--- config.mk ---
export PLATFORM = sky130hd
export DESIGN_NAME = tug_scorer
export DESIGN_NICKNAME = d
export VERILOG_FILES = /design/src/rtl/tug_pkg.sv /design/src/rtl/tug_score_dec.sv /design/src/rtl/tug_scorer.sv
export SDC_FILE = /design/constraint.sdc
export NUM_CORES = 1
export LEC_CHECK = 0
export CORE_MARGIN = 5
export CORE_UTILIZATION = 40
export CTS_CLUSTER_SIZE = 10
export DETAILED_ROUTE_END_ITERATION = 7
export HOLD_SLACK_MARGIN = 0.05
export PLACE_DENSITY = 0.67
export RECOVER_POWER = 100
export SKIP_CTS_REPAIR_TIMING = 1
export SYNTH_ARGS = -nofsm -noshare
export SYNTH_HDL_FRONTEND = slang
export SYNTH_SLANG_ARGS = --single-unit
--- constraint.sdc ---
create_clock -name clk -period 3 [get_ports clk]
set_input_delay 0.3 -clock clk [delete_from_list [all_inputs] [get_ports clk]]
set_output_delay 0.3 -clock clk [all_outputs]
set_load 0.005 [all_outputs]
--- src/rtl/tug_pkg.sv ---
// Shared types and sizing helpers for the tug-of-war scorer.
package tug_pkg;

    typedef enum logic [2:0] {
        PLAY    = 3'd0,
        WIN_L   = 3'd1,
        WIN_R   = 3'd2,
        MATCH_L = 3'd3,
        MATCH_R = 3'd4
    } tug_state_t;

    localparam int TALLY_W = 4;
    // Wide enough for -16..+16, i.e. one step past the largest legal HALF.
    localparam int POS_W   = 6;

    function automatic int score_width(input int half);
        return 2 * half + 1;
    endfunction

endpackage

--- src/rtl/tug_score_dec.sv ---
// Combinational decode of rope position and game state onto the LED bar.
module tug_score_dec
    import tug_pkg::*;
#(
    parameter int HALF = 3
) (
    input  logic signed [POS_W-1:0]      pos,
    input  tug_state_t                   state,
    output logic [score_width(HALF)-1:0] score
);

    localparam int SW = score_width(HALF);

    logic [POS_W-1:0] idx;

    always_comb begin
        idx   = POS_W'(HALF) - $unsigned(pos);
        score = '0;
        case (state)
            PLAY: begin
                for (int i = 0; i < SW; i++) score[i] = (idx == POS_W'(i));
            end
            WIN_L, MATCH_L: begin
                for (int i = 0; i < SW; i++) score[i] = (i > HALF);
            end
            WIN_R, MATCH_R: begin
                for (int i = 0; i < SW; i++) score[i] = (i < HALF);
            end
            default: begin
                // Illegal encoding: 1010... from the MSB makes it obvious on the bar.
                for (int i = 0; i < SW; i++) score[i] = (((SW - 1 - i) % 2) == 0);
            end
        endcase
    end

endmodule

--- src/rtl/tug_scorer.sv ---
// Tug-of-war scorer: rope position, game/match FSM and per-player game tallies.
module tug_scorer
    import tug_pkg::*;
#(
    parameter int HALF         = 3,
    parameter int GAMES_TO_WIN = 2,
    parameter int FAVOUR_LOSER = 1
) (
    input  logic                         clk,
    input  logic                         rst,
    input  logic                         winrnd,
    input  logic                         right,
    input  logic                         leds_on,
    input  logic                         tie,
    input  logic                         newgame,
    output logic [score_width(HALF)-1:0] score,
    output logic                         game_over,
    output logic                         match_over,
    output logic [TALLY_W-1:0]           left_games,
    output logic [TALLY_W-1:0]           right_games
);

    if (HALF < 2 || HALF > 15) begin : g_bad_half
        $fatal(1, "tug_scorer: HALF must be in 2..15");
    end
    if (GAMES_TO_WIN < 1 || GAMES_TO_WIN > 15) begin : g_bad_games
        $fatal(1, "tug_scorer: GAMES_TO_WIN must be in 1..15");
    end
    if (FAVOUR_LOSER < 0 || FAVOUR_LOSER > 1) begin : g_bad_favour
        $fatal(1, "tug_scorer: FAVOUR_LOSER must be 0 or 1");
    end

    localparam logic signed [POS_W-1:0] P_MAX = POS_W'(HALF);
    localparam logic signed [POS_W-1:0] P_MIN = -P_MAX;
    localparam logic [TALLY_W-1:0]      G_WIN = TALLY_W'(GAMES_TO_WIN);
    localparam bit                      FAVOUR = (FAVOUR_LOSER != 0);

    tug_state_t                state, state_nxt;
    logic signed [POS_W-1:0]   pos, pos_nxt, step, target;
    logic [TALLY_W-1:0]        left_nxt, right_nxt, left_inc, right_inc;
    logic                      mr, two_step;

    always_ff @(posedge clk) begin
        if (rst) begin
            state       <= PLAY;
            pos         <= '0;
            left_games  <= '0;
            right_games <= '0;
        end else begin
            state       <= state_nxt;
            pos         <= pos_nxt;
            left_games  <= left_nxt;
            right_games <= right_nxt;
        end
    end

    always_comb begin
        state_nxt = state;
        pos_nxt   = pos;
        left_nxt  = left_games;
        right_nxt = right_games;

        // A jumped-light push by the left player counts as a right move.
        mr       = (right & leds_on) | (~right & ~leds_on);
        two_step = FAVOUR & leds_on & (((pos == P_MAX) & ~mr) | ((pos == P_MIN) & mr));
        step     = two_step ? POS_W'(2) : POS_W'(1);
        target   = mr ? (pos + step) : (pos - step);

        left_inc  = (left_games  < G_WIN) ? left_games  + TALLY_W'(1) : left_games;
        right_inc = (right_games < G_WIN) ? right_games + TALLY_W'(1) : right_games;

        case (state)
            PLAY: begin
                if (winrnd && !tie) begin
                    if (target > P_MAX) begin
                        right_nxt = right_inc;
                        state_nxt = (right_inc == G_WIN) ? MATCH_R : WIN_R;
                    end else if (target < P_MIN) begin
                        left_nxt  = left_inc;
                        state_nxt = (left_inc == G_WIN) ? MATCH_L : WIN_L;
                    end else begin
                        pos_nxt = target;
                    end
                end
            end
            WIN_L, WIN_R: begin
                if (newgame) begin
                    state_nxt = PLAY;
                    pos_nxt   = '0;
                end
            end
            MATCH_L, MATCH_R: begin
            end
            default: begin
                state_nxt = PLAY;
                pos_nxt   = '0;
            end
        endcase
    end

    always_comb begin
        game_over  = (state == WIN_L) || (state == WIN_R) ||
                     (state == MATCH_L) || (state == MATCH_R);
        match_over = (state == MATCH_L) || (state == MATCH_R);
    end

    tug_score_dec #(.HALF(HALF)) u_dec (
        .pos   (pos),
        .state (state),
        .score (score)
    );

endmodule

==> flow_metrics.env, run 1 <==
export IMPL_status="finished with violations"
export IMPL_violations="setup timing"
export IMPL_clockBufferDepth=2
export IMPL_nets=217
export IMPL_ir_worst_vdd_v=0.000184
export IMPL_portBuffers=23
export IMPL_synth_area_leaders="dfxtp_1, ha_1, nor2_1, a21oi_1, nor4b_1"
export IMPL_start_util=0.412
export IMPL_vias_per_cell=5.76
export IMPL_fin_skew_ns=0.00444
export IMPL_via_count=1349
export IMPL_powerDensity_mw_per_mm2=373
export IMPL_cp_max_fo=6
export IMPL_grt_use_total=0.161
export IMPL_avgSynthCellArea_sq_um=8.08
export IMPL_crit_required_ns=3.18
export IMPL_coreArea_sq_mm=0.00300
export IMPL_tightest_slew_ns=0.474
export IMPL_fin_tns_setup_ns=-0.286
export IMPL_final_area_sq_mm=0.00178
export IMPL_synth_edff_count=0
export IMPL_drtAntennaViolNets=0
export IMPL_dieArea_sq_mm=0.00430
export IMPL_drt_iter0_drc=94
export IMPL_syn_to_final_growth_pct=44.1
export IMPL_clkSinkCount=17
export IMPL_fmax_mhz=326
export IMPL_timing_hold_violations_final=0
export IMPL_gp_congestion=0.832
export IMPL_grt_max_degree=14
export IMPL_hp_class="flop to flop"
export IMPL_synth_warnings=0
export IMPL_syn_nets=168
export IMPL_start_kind="flop"
export IMPL_antenna_found_initial=0
export IMPL_synthFlopType="dfxtp_1"
export IMPL_synth_cell_types=43
export IMPL_layout_drive_gt1_share=0.234
export IMPL_p_leak_uw=0.000806
export IMPL_post_route_period_util=1.02
export IMPL_cts_root_buf="clkbuf_4"
export IMPL_rows=20
export IMPL_num_io_pins=24
export IMPL_fin_crit_ns=3.07
export IMPL_grt_pass1_vias=1288
export IMPL_clk_pin_slew_ns=0.10
export IMPL_synth_area_leader_cell="dfxtp_1"
export IMPL_fillers=280
export IMPL_crit_path_end_kind="flop"
export IMPL_max_slew_margin=0.683
export IMPL_ys_seq_area_frac=0.275
export IMPL_clk_latency_ns=0.28
export IMPL_hpwl_microns=2610
export IMPL_ys_ff_latch=17
export IMPL_crit_type="flop to flop"
export IMPL_drt_pass1_iterations=4
export IMPL_cts_htree_levels=1
export IMPL_final_setup_worst_slack_ns=-0.0691
export IMPL_rrSetupSlack_ns=-0.07
export IMPL_antennaDiodeCount=0
export IMPL_overflow=0
export IMPL_syn_cell_area_sq_mm=0.00124
export IMPL_cp_arrival_ns=3.25
export IMPL_wirelength_microns=3420
export IMPL_setup_viol=7
export IMPL_rsz0062_at_grt="yes"
export IMPL_cts_tree="built"
export IMPL_max_cap_violations=0
export IMPL_drc_errors=0
export IMPL_dieHeight_microns=65.6
export IMPL_dieWidth_microns=65.6
export IMPL_avgRoutedWirePerCell_microns=14.6
export IMPL_hold_worst_slack_ns=0.541
export IMPL_placed_cell_area_sq_mm=0.00168
export IMPL_fin_util=0.593
export IMPL_yosys_area_top_type_share=0.275
export IMPL_maxSlewViolCount=0
export IMPL_syn_inst=153
export IMPL_cts_made_buffers=3
export IMPL_grt_pass1_wl_microns=5600
export IMPL_async_flop_share=0
## cell type report
class | instances | area [sq um] | area share
Clock buffer | 4 | 26.3 | 0.0147
Multi-Input combinational cell | 125 | 910 | 0.511
Timing Repair Buffer | 52 | 444 | 0.249
Inverter | 3 | 11.3 | 0.00632
Tap cell | 33 | 41.3 | 0.0232
Sequential cell | 17 | 349 | 0.196
## power by group
| part | switching [uW] | internal [uW] |
|---|---|---|
| registers | 17.3 | 235 |
| clock network | 70.3 | 51.6 |
| logic | 132 | 159 |
| total | 219 | 446 |
## through the flow
stage	power [uW]	instances	setup WS [ns]
finish	665	234	-0.0691
global route	710	234	-0.225
CTS	655	229	-0.124
detailed placement	535	225	-0.188
global placement	527	225	-0.111
floorplan	408	153	0.00409
## cells in the mapped netlist, types with 4 or more instances
cell,n
nand2_1,10
and2_1,4
dfxtp_1,17
nor2_1,16
a21oi_1,9
a21o_1,5
xnor2_1,4
a31oi_1,6
ha_1,7
nor4_1,4
nor4b_1,5
clkbuf_1,7
o21ai_0,8
## routing by layer
metal	vias up	routed length [microns]	global-route usage	share of wire
li1	676	-	-	-
met1	636	1550	0.205	0.45
met2	37	1760	0.290	0.51
met3	0	120	0.0222	0.035
met4	0	0	0.0311	0
met5	-	0	0	0
## logic make-up after synthesis
family / share of synthesized area
mux: 0.0162
simple gates: 0.303
buf+inv: 0.0344
compound gates: 0.242
xor+xnor: 0.0425
fa+ha+maj: 0.0870
flops: 0.275
## critical path, stage by stage, from the launching register on
cell     delay (ns)
dfxtp_4        0.37
nor4_4         0.29
nand2_1        0.10
o21ai_1        0.12
nand3_1        0.10
ha_2           0.20
fa_2           0.35
and3_4         0.17
or3_4          0.33
a22oi_2        0.22
a21bo_2        0.26
a31o_4         0.25
a32o_1         0.20
## final timing paths
kind | depth (start not counted) | endpoint | from
max | 12 | pos[1] | pos[5]
min | 1 | right_games[3] | right_games[3]
max reg2reg | 12 | pos[1] | pos[5]
min reg2reg | 1 | right_games[3] | right_games[3]
## sequential cells by signal (all words and copies together), names as in the netlist
name         flops
pos              6
state            3
left_games       4
right_games      4
## placed cells by master, fill, tap and decap left out, types with 4 or more instances in the layout
master,Yosys,final
buf_4,0,28
nor2_1,16,16
dlygate4sd3_1,0,16
dfxtp_1,17,14
nand2_1,10,10
a21oi_1,9,9
o21ai_0,8,7
clkdlybuf4s50_1,0,7
a31oi_1,6,6
ha_1,7,6
a21o_1,5,5
nor4b_1,5,5
xnor2_1,4,4
(Power assumes the default switching activity.)
==> run 2: changes to the inputs <==
--- a/config.mk
+++ b/config.mk
@@ -5,14 +5,14 @@
 export SDC_FILE = /design/constraint.sdc
 export NUM_CORES = 1
 export LEC_CHECK = 0
-export CORE_MARGIN = 5
+export CORE_MARGIN = 3
 export CORE_UTILIZATION = 40
-export CTS_CLUSTER_SIZE = 10
 export DETAILED_ROUTE_END_ITERATION = 7
 export HOLD_SLACK_MARGIN = 0.05
 export PLACE_DENSITY = 0.67
 export RECOVER_POWER = 100
 export SKIP_CTS_REPAIR_TIMING = 1
+export SLEW_MARGIN = 15
 export SYNTH_ARGS = -nofsm -noshare
 export SYNTH_HDL_FRONTEND = slang
 export SYNTH_SLANG_ARGS = --single-unit
==> flow_metrics.env, run 2 (same netlist as run 1, synthesis figures left out) <==
export IMPL_fin_skew_ns=0.00101
export IMPL_clk_pin_slew_ns=0.10
export IMPL_vias_per_cell=5.72
export IMPL_final_area_sq_mm=0.00175
export IMPL_dieHeight_microns=61.6
export IMPL_clk_latency_ns=0.28
export IMPL_pre_cts_slack_ns=-0.208
export IMPL_final_setup_worst_slack_ns=-0.152
export IMPL_powerDensity_mw_per_mm2=377
export IMPL_fmax_mhz=317
export IMPL_cp_slowest_cell="dfxtp_2"
export IMPL_path_depth=12
export IMPL_max_slew_margin=0.696
export IMPL_clkSinkCount=17
export IMPL_gp_congestion=0.809
export IMPL_largest_reg_flops=6
export IMPL_mostFrequentLayoutCells="buf_4, nor2_1, dfxtp_1"
export IMPL_fin_tns_setup_ns=-0.737
export IMPL_rows=19
export IMPL_tightest_slew_ns=0.454
export IMPL_timing_hold_violations_final=0
export IMPL_crit_path_end_kind="flop"
export IMPL_critPathBufInv=0
export IMPL_syn_to_final_growth_pct=41.3
export IMPL_grt_max_degree=14
export IMPL_clockBufferDepth=2
export IMPL_top_register="pos"
export IMPL_dieArea_sq_mm=0.00379
export IMPL_antenna_found_initial=0
export IMPL_nets=214
export IMPL_cts_tree="built"
export IMPL_cpLargestDelayFamily="compound AO/OA/AOI/OAI gates"
export IMPL_hp_class="flop to flop"
export IMPL_antennaDiodeCount=0
export IMPL_placed_cell_area_sq_mm=0.00167
export IMPL_cts_root_buf="clkbuf_4"
export IMPL_cp_endpoint="pos[1]"
export IMPL_p_total_uw=659
export IMPL_grt_pass1_wl_microns=5230
export IMPL_crit_required_ns=3.18
export IMPL_cp_arrival_ns=3.33
export IMPL_status="finished with violations"
export IMPL_violations="setup timing"
export IMPL_drt_iter0_drc=76
export IMPL_wirelength_microns=3300
export IMPL_reg_top3="pos: 6 flops, left_games: 4 flops, right_games: 4 flops"
export IMPL_cpPeakStageDelay_ns=0.36
export IMPL_timing_rr_end="pos[1]"
export IMPL_via_count=1311
export IMPL_drc_errors=0
export IMPL_dieWidth_microns=61.6
export IMPL_cts_made_buffers=3
export IMPL_final_common_cell="buf_4"
export IMPL_start_util=0.433
export IMPL_crit_chain="nor4_4 > nand2_1 > o21ai_1 > nand3_1 > ha_2 > fa_2 > and3_4 > or3_4 > a22oi_2 > a21bo_2 > a31o_4 > a32o_1"
export IMPL_critPathLaunch="pos[5]"
export IMPL_rrSetupSlack_ns=-0.15
export IMPL_maxSlewViolCount=0
export IMPL_max_cap_violations=0
export IMPL_layout_drive_gt1_share=0.222
export IMPL_overflow=0
export IMPL_grt_pass1_vias=1187
export IMPL_drtAntennaViolNets=0
export IMPL_cts_htree_levels=1
export IMPL_avgRoutedWirePerCell_microns=14.4
export IMPL_drt_pass1_iterations=4
export IMPL_setup_viol=7
export IMPL_p_leak_uw=0.000785
export IMPL_fin_crit_ns=3.15
export IMPL_crit_type="flop to flop"
export IMPL_rsz0062_at_grt="yes"
export IMPL_grt_use_total=0.182
export IMPL_post_route_period_util=1.05
export IMPL_coreArea_sq_mm=0.00285
export IMPL_cp_max_fo=6
export IMPL_start_kind="flop"
export IMPL_hpwl_microns=2520
export IMPL_ir_worst_vdd_v=0.000187
export IMPL_r2r_cells=12
export IMPL_portBuffers=23
export IMPL_fillers=274
export IMPL_num_io_pins=24
export IMPL_r2r_start="pos[5]"
==> run 2: cell count changes in the layout (fill, tap and decap cells not counted), sizes merged <==
cell / delta
dlygate4sd3: -5
buf: -2
clkbuf: -1
clkdlybuf4s50: +5
==> run 2: power breakdown <==
part / switching (uW) / total [uW] / internal [uW]
sequential: 17.9 / 254 / 236
combinational: 128 / 285 / 157
clock: 68.3 / 120 / 51.5
total: 214 / 659 / 445
==> run 2: how the worst min path moves through the flow <==
stage / startpoint / to / slack (ns) / depth (start not counted)
final: left_games[3] / left_games[3] / 0.53 / 1
after global routing: left_games[3] / left_games[3] / 0.56 / 1
after CTS: left_games[3] / left_games[3] / 0.54 / 1
after detailed placement: left_games[3] / left_games[3] / 0.52 / 1
after global placement: right_games[3] / right_games[3] / 0.52 / 1
after floorplan: right_games[3] / right_games[3] / 0.51 / 1
==> run 2: area by class of cell <==
class / instances / area (sq um) / share of cell area
repair buffers: 49 / 425 / 0.244
clock buffers: 4 / 26.3 / 0.0150
flip-flops and latches: 17 / 343 / 0.196
well taps: 31 / 38.8 / 0.0222
inverters: 3 / 11.3 / 0.00645
multi-input cells: 125 / 902 / 0.516
==> run 2: through the flow <==
stage | utilization | instances | hold WS (ns)
2_1_floorplan | - | 153 | 0.510
6_report | 0.612 | 229 | 0.535
3_5_place_dp | 0.586 | 222 | 0.519
3_3_place_gp | 0.586 | 222 | 0.515
5_1_grt | 0.612 | 229 | 0.564
4_1_cts | 0.595 | 226 | 0.537
==> run 2: metal layers <==
layer  GRT usage  up-vias  wire (microns)
li1            -      667               -
met5           0        -               0
met3      0.0252        2              77
met2       0.315       23            1660
met1       0.241      619            1550
met4      0.0364        0              13
==> run 3: changes to the inputs <==
--- a/config.mk
+++ b/config.mk
@@ -16,3 +16,4 @@
 export SYNTH_ARGS = -nofsm -noshare
 export SYNTH_HDL_FRONTEND = slang
 export SYNTH_SLANG_ARGS = --single-unit
+export TNS_END_PERCENT = 50
==> flow_metrics.env, run 3 (same netlist as run 1, synthesis figures left out) <==
export IMPL_status="finished with violations"
export IMPL_violations="setup timing"
export IMPL_avgRoutedWirePerCell_microns=14.4
export IMPL_timing_hold_violations_final=0
export IMPL_cts_made_buffers=3
export IMPL_maxSlewViolCount=0
export IMPL_p_sw_uw=214
export IMPL_tightest_slew_ns=0.453
export IMPL_syn_to_final_growth_pct=41.3
export IMPL_start_util=0.433
export IMPL_rrSetupSlack_ns=-0.15
export IMPL_pre_cts_slack_ns=-0.208
export IMPL_nets=214
export IMPL_cts_tree="built"
export IMPL_grt_use_total=0.182
export IMPL_clk_pin_slew_ns=0.10
export IMPL_grt_pass1_vias=1187
export IMPL_mostFrequentLayoutCells="buf_4, nor2_1, dfxtp_1"
export IMPL_coreArea_sq_mm=0.00285
export IMPL_placed_cell_area_sq_mm=0.00167
export IMPL_setup_viol=7
export IMPL_dp_cells=222
export IMPL_final_area_sq_mm=0.00175
export IMPL_ir_worst_vdd_v=0.000187
export IMPL_reg_top3="pos: 6 flops, left_games: 4 flops, right_games: 4 flops"
export IMPL_intPower_uw=445
export IMPL_power_frac_clock=0.182
export IMPL_largest_reg_flops=6
export IMPL_hp_class="flop to flop"
export IMPL_crit_type="flop to flop"
export IMPL_drtAntennaViolNets=0
export IMPL_p_leak_uw=0.000785
export IMPL_cpPeakStageDelay_ns=0.36
export IMPL_crit_path_end_kind="flop"
export IMPL_via_count=1311
export IMPL_fin_util=0.612
export IMPL_p_total_uw=658
export IMPL_dieHeight_microns=61.6
export IMPL_grt_max_degree=14
export IMPL_cts_htree_levels=1
export IMPL_dieWidth_microns=61.6
export IMPL_layout_drive_gt1_share=0.222
export IMPL_drt_pass1_iterations=4
export IMPL_antennaDiodeCount=0
export IMPL_drt_iter0_drc=72
export IMPL_seqPwrFrac=0.386
export IMPL_portBuffers=23
export IMPL_fmax_mhz=317
export IMPL_rsz0062_at_grt="yes"
export IMPL_top_register="pos"
export IMPL_gp_congestion=0.809
export IMPL_max_cap_violations=0
export IMPL_clkSinkCount=17
export IMPL_clk_latency_ns=0.28
export IMPL_overflow=0
export IMPL_clockBufferDepth=2
export IMPL_switching_share=0.325
export IMPL_fin_crit_ns=3.15
export IMPL_drc_errors=0
export IMPL_post_route_period_util=1.05
export IMPL_pwr_share_comb=0.432
export IMPL_max_slew_margin=0.697
export IMPL_start_kind="flop"
export IMPL_antenna_found_initial=0
export IMPL_final_setup_worst_slack_ns=-0.152
export IMPL_hpwl_microns=2520
export IMPL_cp_slowest_cell="dfxtp_2"
export IMPL_finalNonFillerCells=229
export IMPL_grt_pass1_wl_microns=5230
export IMPL_fin_skew_ns=0.000548
export IMPL_vias_per_cell=5.72
export IMPL_num_io_pins=24
export IMPL_cts_root_buf="clkbuf_4"
export IMPL_dieArea_sq_mm=0.00379
export IMPL_crit_chain="nor4_4 > nand2_1 > o21ai_1 > nand3_1 > ha_2 > fa_2 > and3_4 > or3_4 > a22oi_2 > a21bo_2 > a31o_4 > a32o_1"
export IMPL_cp_max_fo=6
export IMPL_rows=19
export IMPL_powerDensity_mw_per_mm2=377
export IMPL_final_common_cell="buf_4"
export IMPL_crit_required_ns=3.18
export IMPL_wirelength_microns=3300
export IMPL_cp_arrival_ns=3.33
run 3: cell counts in the layout (fill, tap and decap cells not counted):
No cell type changed its count.
run 3: final timing paths:
kind                                    start            end  depth (start not counted)
worst max-delay path                   pos[5]         pos[1]                         12
worst min register to register  left_games[3]  left_games[3]                          1
worst max register to register         pos[5]         pos[1]                         12
worst min-delay path            left_games[3]  left_games[3]                          1
run 3: power by group through the flow:
stage               registers [uW]  clock network (uW)  logic (uW)
global placement               257                   0         269
detailed placement             258                   0         276
floorplan                      250                   0         157
global route                   256                 134         312
CTS                            252                 123         278
finish                         254                 120         285
run 3: cell type report:
type | instances | area (sq um)
multi-input combinational | 125 | 902
fill | 274 | 1110
timing repair buffer | 49 | 425
sequential | 17 | 343
clock buffer | 4 | 26.3
tap | 31 | 38.8
inverter | 3 | 11.3
run 3: through the flow:
stage	TNS [ns]	hold slack, ns
2_1_floorplan	0	0.510
3_3_place_gp	-0.777	0.515
3_5_place_dp	-1.86	0.519
4_1_cts	-0.955	0.537
5_1_grt	-2.77	0.564
6_report	-0.738	0.535
run 3: critical path: cells and delay by family, from the launching register on:
kind | cells | cell delay (ns)
compound gates | 5 | 1.08
fa+ha+maj | 2 | 0.57
flops | 1 | 0.36
simple gates | 5 | 1.04
run 3: per-layer routing:
| metal | track usage | routed length, microns | vias up |
|---|---|---|---|
| li1 | - | - | 667 |
| met1 | 0.241 | 1540 | 619 |
| met2 | 0.315 | 1660 | 23 |
| met3 | 0.0252 | 89 | 2 |
| met4 | 0.0364 | 13 | 0 |
| met5 | 0 | 0 | - |
